### src/rtl/nvram_uploader.sv
// Streams the 4-bit CMOS/NVRAM contents to the HPS on upload requests for NV_INDEX,
// pausing the game CPU while the CMOS read port is borrowed, and tracks unsaved changes.
module nvram_uploader #(
    parameter int unsigned NV_INDEX = 4,
    parameter int unsigned NV_SIZE  = 1024,
    parameter int unsigned NV_AW    = 10,
    parameter int unsigned RD_LAT   = 1
) (
    input  logic             clk_sys,
    input  logic             reset_n,
    input  logic             ioctl_upload,
    input  logic [15:0]      ioctl_index,
    input  logic             ioctl_rd,
    input  logic [24:0]      ioctl_addr,
    output logic [7:0]       ioctl_din,
    output logic             ioctl_upload_req,
    input  logic             save_trig,
    input  logic             cmos_we,
    output logic             pause_req,
    input  logic             pause_ack,
    output logic [NV_AW-1:0] nv_addr,
    output logic             nv_rd,
    input  logic [3:0]       nv_q,
    output logic             dirty,
    output logic             busy
);

    localparam logic [15:0] INDEX_L  = 16'(NV_INDEX);
    localparam logic [24:0] SIZE_L   = 25'(NV_SIZE);
    localparam logic [24:0] LAST_L   = 25'(NV_SIZE - 1);
    localparam logic [1:0]  LAT_LAST = 2'(RD_LAT - 1);

    typedef enum logic [2:0] {
        S_IDLE,
        S_ARB,
        S_READY,
        S_FETCH,
        S_HOLD
    } state_t;

    state_t     state_q, state_d;
    logic       sel, sel_q, sel_rise;
    logic [1:0] cnt_q, cnt_d;
    logic [7:0] din_q, din_d;
    logic       last_q, last_d;
    logic       done_q, done_d;
    logic       req_q, req_d;
    logic       dirty_q, dirty_d;
    logic       trig_q, trig_rise;
    logic       in_range, rd_hit, rd_miss, complete;

    assign sel       = ioctl_upload && (ioctl_index == INDEX_L);
    assign sel_rise  = sel && !sel_q;
    assign trig_rise = save_trig && !trig_q;
    assign in_range  = (ioctl_addr < SIZE_L);
    assign rd_hit    = (state_q == S_READY) && sel && ioctl_rd && in_range;
    assign rd_miss   = (state_q == S_READY) && sel && ioctl_rd && !in_range;

    always_comb begin
        state_d  = state_q;
        cnt_d    = cnt_q;
        din_d    = din_q;
        last_d   = last_q;
        done_d   = done_q;
        complete = 1'b0;
        unique case (state_q)
            S_IDLE: begin
                if (sel_rise) begin
                    state_d = S_ARB;
                    done_d  = 1'b0;
                end
            end
            S_ARB: begin
                if (!sel) begin
                    state_d = S_IDLE;
                end else if (pause_ack) begin
                    state_d = S_READY;
                end
            end
            S_READY: begin
                if (!sel) begin
                    state_d  = S_IDLE;
                    complete = done_q;
                end else if (rd_hit) begin
                    state_d = S_FETCH;
                    cnt_d   = '0;
                    last_d  = (ioctl_addr == LAST_L);
                end else if (rd_miss) begin
                    din_d = 8'hFF;
                end
            end
            S_FETCH: begin
                // Losing selection abandons the fetch: no data latched, no completion credit
                if (!sel) begin
                    state_d  = S_IDLE;
                    complete = done_q;
                end else if (cnt_q == LAT_LAST) begin
                    state_d = S_HOLD;
                    din_d   = {4'h0, nv_q};
                    done_d  = done_q | last_q;
                end else begin
                    cnt_d = cnt_q + 2'd1;
                end
            end
            S_HOLD: begin
                if (!sel) begin
                    state_d  = S_IDLE;
                    complete = done_q;
                end else begin
                    state_d = S_READY;
                end
            end
            default: state_d = S_IDLE;
        endcase
    end

    always_comb begin
        req_d = req_q;
        if (sel_rise) begin
            req_d = 1'b0;
        end else if ((state_q == S_IDLE) && !sel && trig_rise) begin
            req_d = 1'b1;
        end
    end

    assign dirty_d = cmos_we | (dirty_q & ~complete);

    always_ff @(posedge clk_sys) begin
        if (!reset_n) begin
            state_q <= S_IDLE;
            sel_q   <= 1'b0;
            cnt_q   <= '0;
            din_q   <= '0;
            last_q  <= 1'b0;
            done_q  <= 1'b0;
            req_q   <= 1'b0;
            dirty_q <= 1'b0;
            trig_q  <= save_trig;
        end else begin
            state_q <= state_d;
            sel_q   <= sel;
            cnt_q   <= cnt_d;
            din_q   <= din_d;
            last_q  <= last_d;
            done_q  <= done_d;
            req_q   <= req_d;
            dirty_q <= dirty_d;
            trig_q  <= save_trig;
        end
    end

    // Read strobe is issued in the ioctl_rd cycle so data lands RD_LAT+1 cycles after the request
    assign nv_rd            = rd_hit;
    assign nv_addr          = rd_hit ? ioctl_addr[NV_AW-1:0] : '0;
    assign ioctl_din        = din_q;
    assign ioctl_upload_req = req_q;
    assign dirty            = dirty_q;
    assign busy             = (state_q != S_IDLE);
    assign pause_req        = (state_q != S_IDLE);

endmodule
### config.mk
export PLATFORM = sky130hd
export DESIGN_NAME = nvram_uploader
export DESIGN_NICKNAME = d
export VERILOG_FILES = /design/src/rtl/nvram_uploader.sv
export SDC_FILE = /design/constraint.sdc
export NUM_CORES = 1
export LEC_CHECK = 0
export ABC_AREA = 1
export CAP_MARGIN = 5
export CORE_MARGIN = 1.5
export CORE_UTILIZATION = 38
export DETAILED_ROUTE_END_ITERATION = 10
export GPL_ROUTABILITY_DRIVEN = 1
export PLACE_DENSITY = 0.81
export SKIP_LAST_GASP = 1
export SLEW_MARGIN = 20
export SYNTH_ARGS = -nofsm -noshare
export SYNTH_HDL_FRONTEND = slang
export SYNTH_SLANG_ARGS = --single-unit
### constraint.sdc
create_clock -name clk_sys -period 2.5 [get_ports clk_sys]
set_input_delay 0.75 -clock clk_sys [delete_from_list [all_inputs] [get_ports clk_sys]]
set_output_delay 0.75 -clock clk_sys [all_outputs]
set_load 0.005 [all_outputs]
---- Word level (Yosys, flattened, before mapping) ----
Index checks and enable logic that the tools add are counted.
word-level totals
  flip-flop bits (word level) ............. 19
  input bits .............................. 52
  output and inout port bits .............. 23
  logic and storage cells ................. 85
cells by class
  $add $sub $neg .......................... 1
  $lt $le $gt $ge ......................... 1
  equality and inequality tests ........... 17
  muxes and demuxes ....................... 27
  bitwise gates (word level) .............. 5
  reduce and logical (&&, ||, !) cells .... 25
operators by type and width
  operator                count
  $mux W8                 5
  $eq A25 B10 Y1 const B  1
  $lt A25 B11 Y1 const B  1
  $mux W3                 7
  $eq A16 B3 Y1 const B   1
  $ne A2 B2 Y1 const B    8
  $pmux W8 S2             1
  $pmux W3 S5             1
  $mux W10                1
  $mux W2                 5
  $logic_and A1 B1 Y1     9
  $ne A3 B3 Y1 const B    3
  $reduce_and A4 Y1       2
  $eq A3 B2 Y1 const B    2
  $reduce_and A6 Y1       1
  $mux W1                 5
  $reduce_and A5 Y1       1
  $logic_not A1 Y1        4
  $pmux W2 S2             1
  $reduce_bool A2 Y1      2
  $eq A3 B1 Y1 const B    1
  $eq A3 B3 Y1 const B    1
  $logic_not A3 Y1        1
  $reduce_and A3 Y1       1
  9 further kinds         11

---- Longest topological paths before layout ----
  depth in word-level cells ............... 9
  depth in mapped cells ................... 10
  mapped depth without buffers ............ 10

---- Worst setup path before layout ----
Ideal clock, no wire load.
  path kind ............................... input to output
  start ................................... input port ioctl_index[7]
  end ..................................... output port nv_addr[0]
  arrival ................................. 1.696 ns
  data required time ...................... 1.750 ns
  path slack .............................. 0.054 ns
  stages on the path ...................... 7
  path buffers ............................ 1
  path through ............................ or2_4 nor2_8 inv_4 nor2_8 nand3_4 buf_6 nor2_1
between the ends
  cells in the longest elaborated chain, start to end .. 6
RTL lines
  what                              RTL line  source
  start: declaration                12        input logic [15:0] ioctl_index,
  $eq A16 B3 Y1                     52        assign sel = ioctl_upload && (ioctl_index == INDEX_L);
  $logic_and A1 B1 Y1               52
  $logic_and A1 B1 Y1 (3 in a row)  56        assign rd_hit = (state_q == S_READY) && sel && ioctl_rd && in_range;
  $mux W10                          154       assign nv_addr = rd_hit ? ioctl_addr[NV_AW-1:0] : '0;
  end: declaration                  21        output logic [NV_AW-1:0] nv_addr,
No other way between the ends.

---- Final worst setup path ----
  start ................................... input port ioctl_addr[19]
  end ..................................... output port nv_addr[9]
between the ends
  cells in the longest elaborated chain, start to end .. 3
RTL lines
  what                 RTL line  source
  start: declaration   14        input logic [24:0] ioctl_addr,
  $lt A25 B11 Y1       55        assign in_range = (ioctl_addr < SIZE_L);
  $logic_and A1 B1 Y1  56
  $mux W10             154
No other way between the ends.

==> results.toml <==
[status]
status = "finished, violations left"
failed_checks = "setup timing"

[global_routing]
gr-total-overflow = 0
antenna_found_initial = 0
first_global_vias = 2196
grt_pass1_wl_mm = 10.2
grt_max_degree = 11
grt_use_total = 0.378

[flow_run]
max-cap-violations = 0

[sta]
hold_viol_final = 0
finalCriticalPeriod_ns = 2.81
tns_ns = -3.26
period_share = 1.12
slew_headroom = 0.784
max_slew.worst_pin.slew_ns = 0.324
worst_slack_ns = -0.310
rsz0062_at_grt = "true"
fin_hold_ws_ns = 0.523
maxSlewViolCount = 0
fmax_ghz = 0.356
fin_skew_ns = 0.0117
setup_viol_count_final = 21

[floorplan]
chipWidth_um = 60.9
die_h_um = 60.9
coreArea_mm2 = 0.00313
die_area_mm2 = 0.00371
rows = 20
initial_core_util = 0.408
ios = 75

[routing]
drt-wirelength-per-cell_um = 19.8
drt_iter0_drc = 242
wl_mm = 7.92
via_per_inst = 5.59
drc_errors = 0
firstDrtPassIters = 5
vias = 2234
route.antenna.remaining_nets = 0

[synthesis]
avgSynthCellArea_um2 = 6.28
synth_seq_area_share = 0.251
mappedNetlistArea_mm2 = 0.00127
synth.area.top_cells = "dfxtp_1, nor2_1, inv_1"
yosysTopAreaCellShare = 0.251
ys_warn_count = 0
yosysTopAreaCell = "dfxtp_1"
synth.distinct_cells = 30
syn_inst = 203
synth-seq-cells = 16
syn_nets = 256

[cells_and_area]
utilization = 0.894
nFillCells = 137
antenna-diode-count = 0
layout_commonest_cell = "buf_4"
final_cell_mix = "buf_4, clkdlybuf4s50_1, inv_1, buf_2"
syn2layout_area_growth_pct = 119
layout-drive-gt1-share = 0.545
regArea_um2 = 320
layout.nets = 410
multiInputGateArea_um2 = 982

[placed_design]
place.gp.congestion = 0.832
hpwl_mm = 2.94
port_buffers = 74

[min_path]
worstHoldStart = "dirty$_SDFF_PN0_"
hold_path.class = "reg2reg"

[setup_path]
worst_ep_required_time_ns = 1.75
crit_path_end_kind = "output port"
crit_arrival_ns = 2.06
startpoint_type = "primary input"
crit_family = "simple AND/OR/NAND/NOR gates"
critPathMaxStageDelay_ns = 0.19
r2r-start = "state_q[1]$_SDFFE_PN0P_"
crit_buf_inv = 5
criticalPathCategory = "in2out"
crit_chain = "buf_2 > nor2_4 > nand2_1 > nor2_2 > nand3_2 > inv_4 > nand3_4 > buf_6 > buf_6 > nor2_4 > buf_2"
cp_max_fo = 5
startpoint = "ioctl_addr[19]"
crit_path_top_delay_cell = "nor2_2"

[pwr]
irDropWorstVdd_mv = 0.531
power.total_w = 0.00101
p_per_area_mw_per_mm2 = 361
power.leakage_nw = 1.35

[clock_tree]
numCtsBuffers = 3
clk_latency_ns = 0.31
clk_pin_slew_ns = 0.11
cts_root_buffer = "clkbuf_4"
htreeDepth = 1
clk_path_buf_depth = 2
ctsHoldBuffers = 0
cts_tree = "done"
cts_sinks = 16
-- kinds of logic after synthesis --
logic type | count (synthesis) | synth area share
buf+inv | 42 | 0.146
simple gates | 124 | 0.500
flops | 16 | 0.251
compound gates | 20 | 0.0922
fa+ha+maj | 1 | 0.00981
-- metrics by stage --
step	worst slack [ns]	instances	area (µm²)
after floorplan	0.0538	203	1270
after global placement	-0.788	338	2190
after detailed placement	-0.838	338	2190
after CTS	-0.172	399	2670
after global routing	-0.562	400	2800
final	-0.310	400	2800
-- worst min-delay path: cells and delay by family, from the launching register on --
kind	cells	cell delay (ns)
compound gates	1	0.07
simple gates	1	0.07
flops	1	0.35
-- cell usage after synthesis --
cell type	instances
a21oi_1	7
nand4_2	1
nand2_2	4
a21oi_2	1
dfxtp_1	16
buf_4	5
clkinv_1	1
o21a_1	3
buf_6	1
nor3_1	7
or2_4	1
nor2_8	2
nor3b_2	1
o31ai_1	1
nand3_2	3
o21ai_0	6
inv_1	34
nand2_1	33
a41oi_1	1
or2_2	5
inv_4	1
nand4_1	2
nor2_1	48
ha_1	1
nand3_4	2
nor2_2	6
nand3_1	7
nor2_4	1
nand3b_1	1
o21ai_1	1
-- sequential cells by signal, summed over array words and instances (netlist names) --
name and cells:
state_q 3, sel_q 1, trig_q 1, done_q 1, ioctl_upload_req 1, cnt_q 2
last_q 1, dirty 1, ioctl_din 5
-- metal layers --
metal,track usage,up-vias,wire [µm]
met5,0,-,0
met4,0.255,0,680
met3,0.124,88,885
met2,0.667,208,3670
met1,0.374,1001,2690
li1,-,937,-
-- cell type report --
| cell class | instances | share of cell area |
|---|---|---|
| sequential | 16 | 0.115 |
| tap | 44 | 0.0197 |
| clock buffer | 4 | 0.0130 |
| inverter | 36 | 0.0519 |
| timing repair buffer | 154 | 0.450 |
| multi-input combinational | 146 | 0.351 |
-- final timing paths --
path	to	slack, ns	cells past startpoint
min reg2reg	dirty$_SDFF_PN0_	0.52	2
max	nv_addr[9]	-0.31	11
max reg2reg	cnt_q[0]$_SDFFE_PN0P_	0.44	12
min	dirty$_SDFF_PN0_	0.52	2
-- repair_timing --
action / in CTS / in global routing
buffers inserted: 57 / 5
pin swaps: 38 / 30
endpoints found under the setup margin: 11 / 24
gates resized for setup: 188 / 44
cloned: 1 / 0
-- report_power, final --
part | internal, W | total (W) | leakage (nW) | switching [W]
clock network | 0.0000889 | 0.000186 | 0.0210 | 0.0000969
logic | 0.000249 | 0.000535 | 1.20 | 0.000286
registers | 0.000272 | 0.000289 | 0.130 | 0.0000164
total | 0.000610 | 0.00101 | 1.35 | 0.000399
Note: power is estimated with default switching activity, not from simulation.
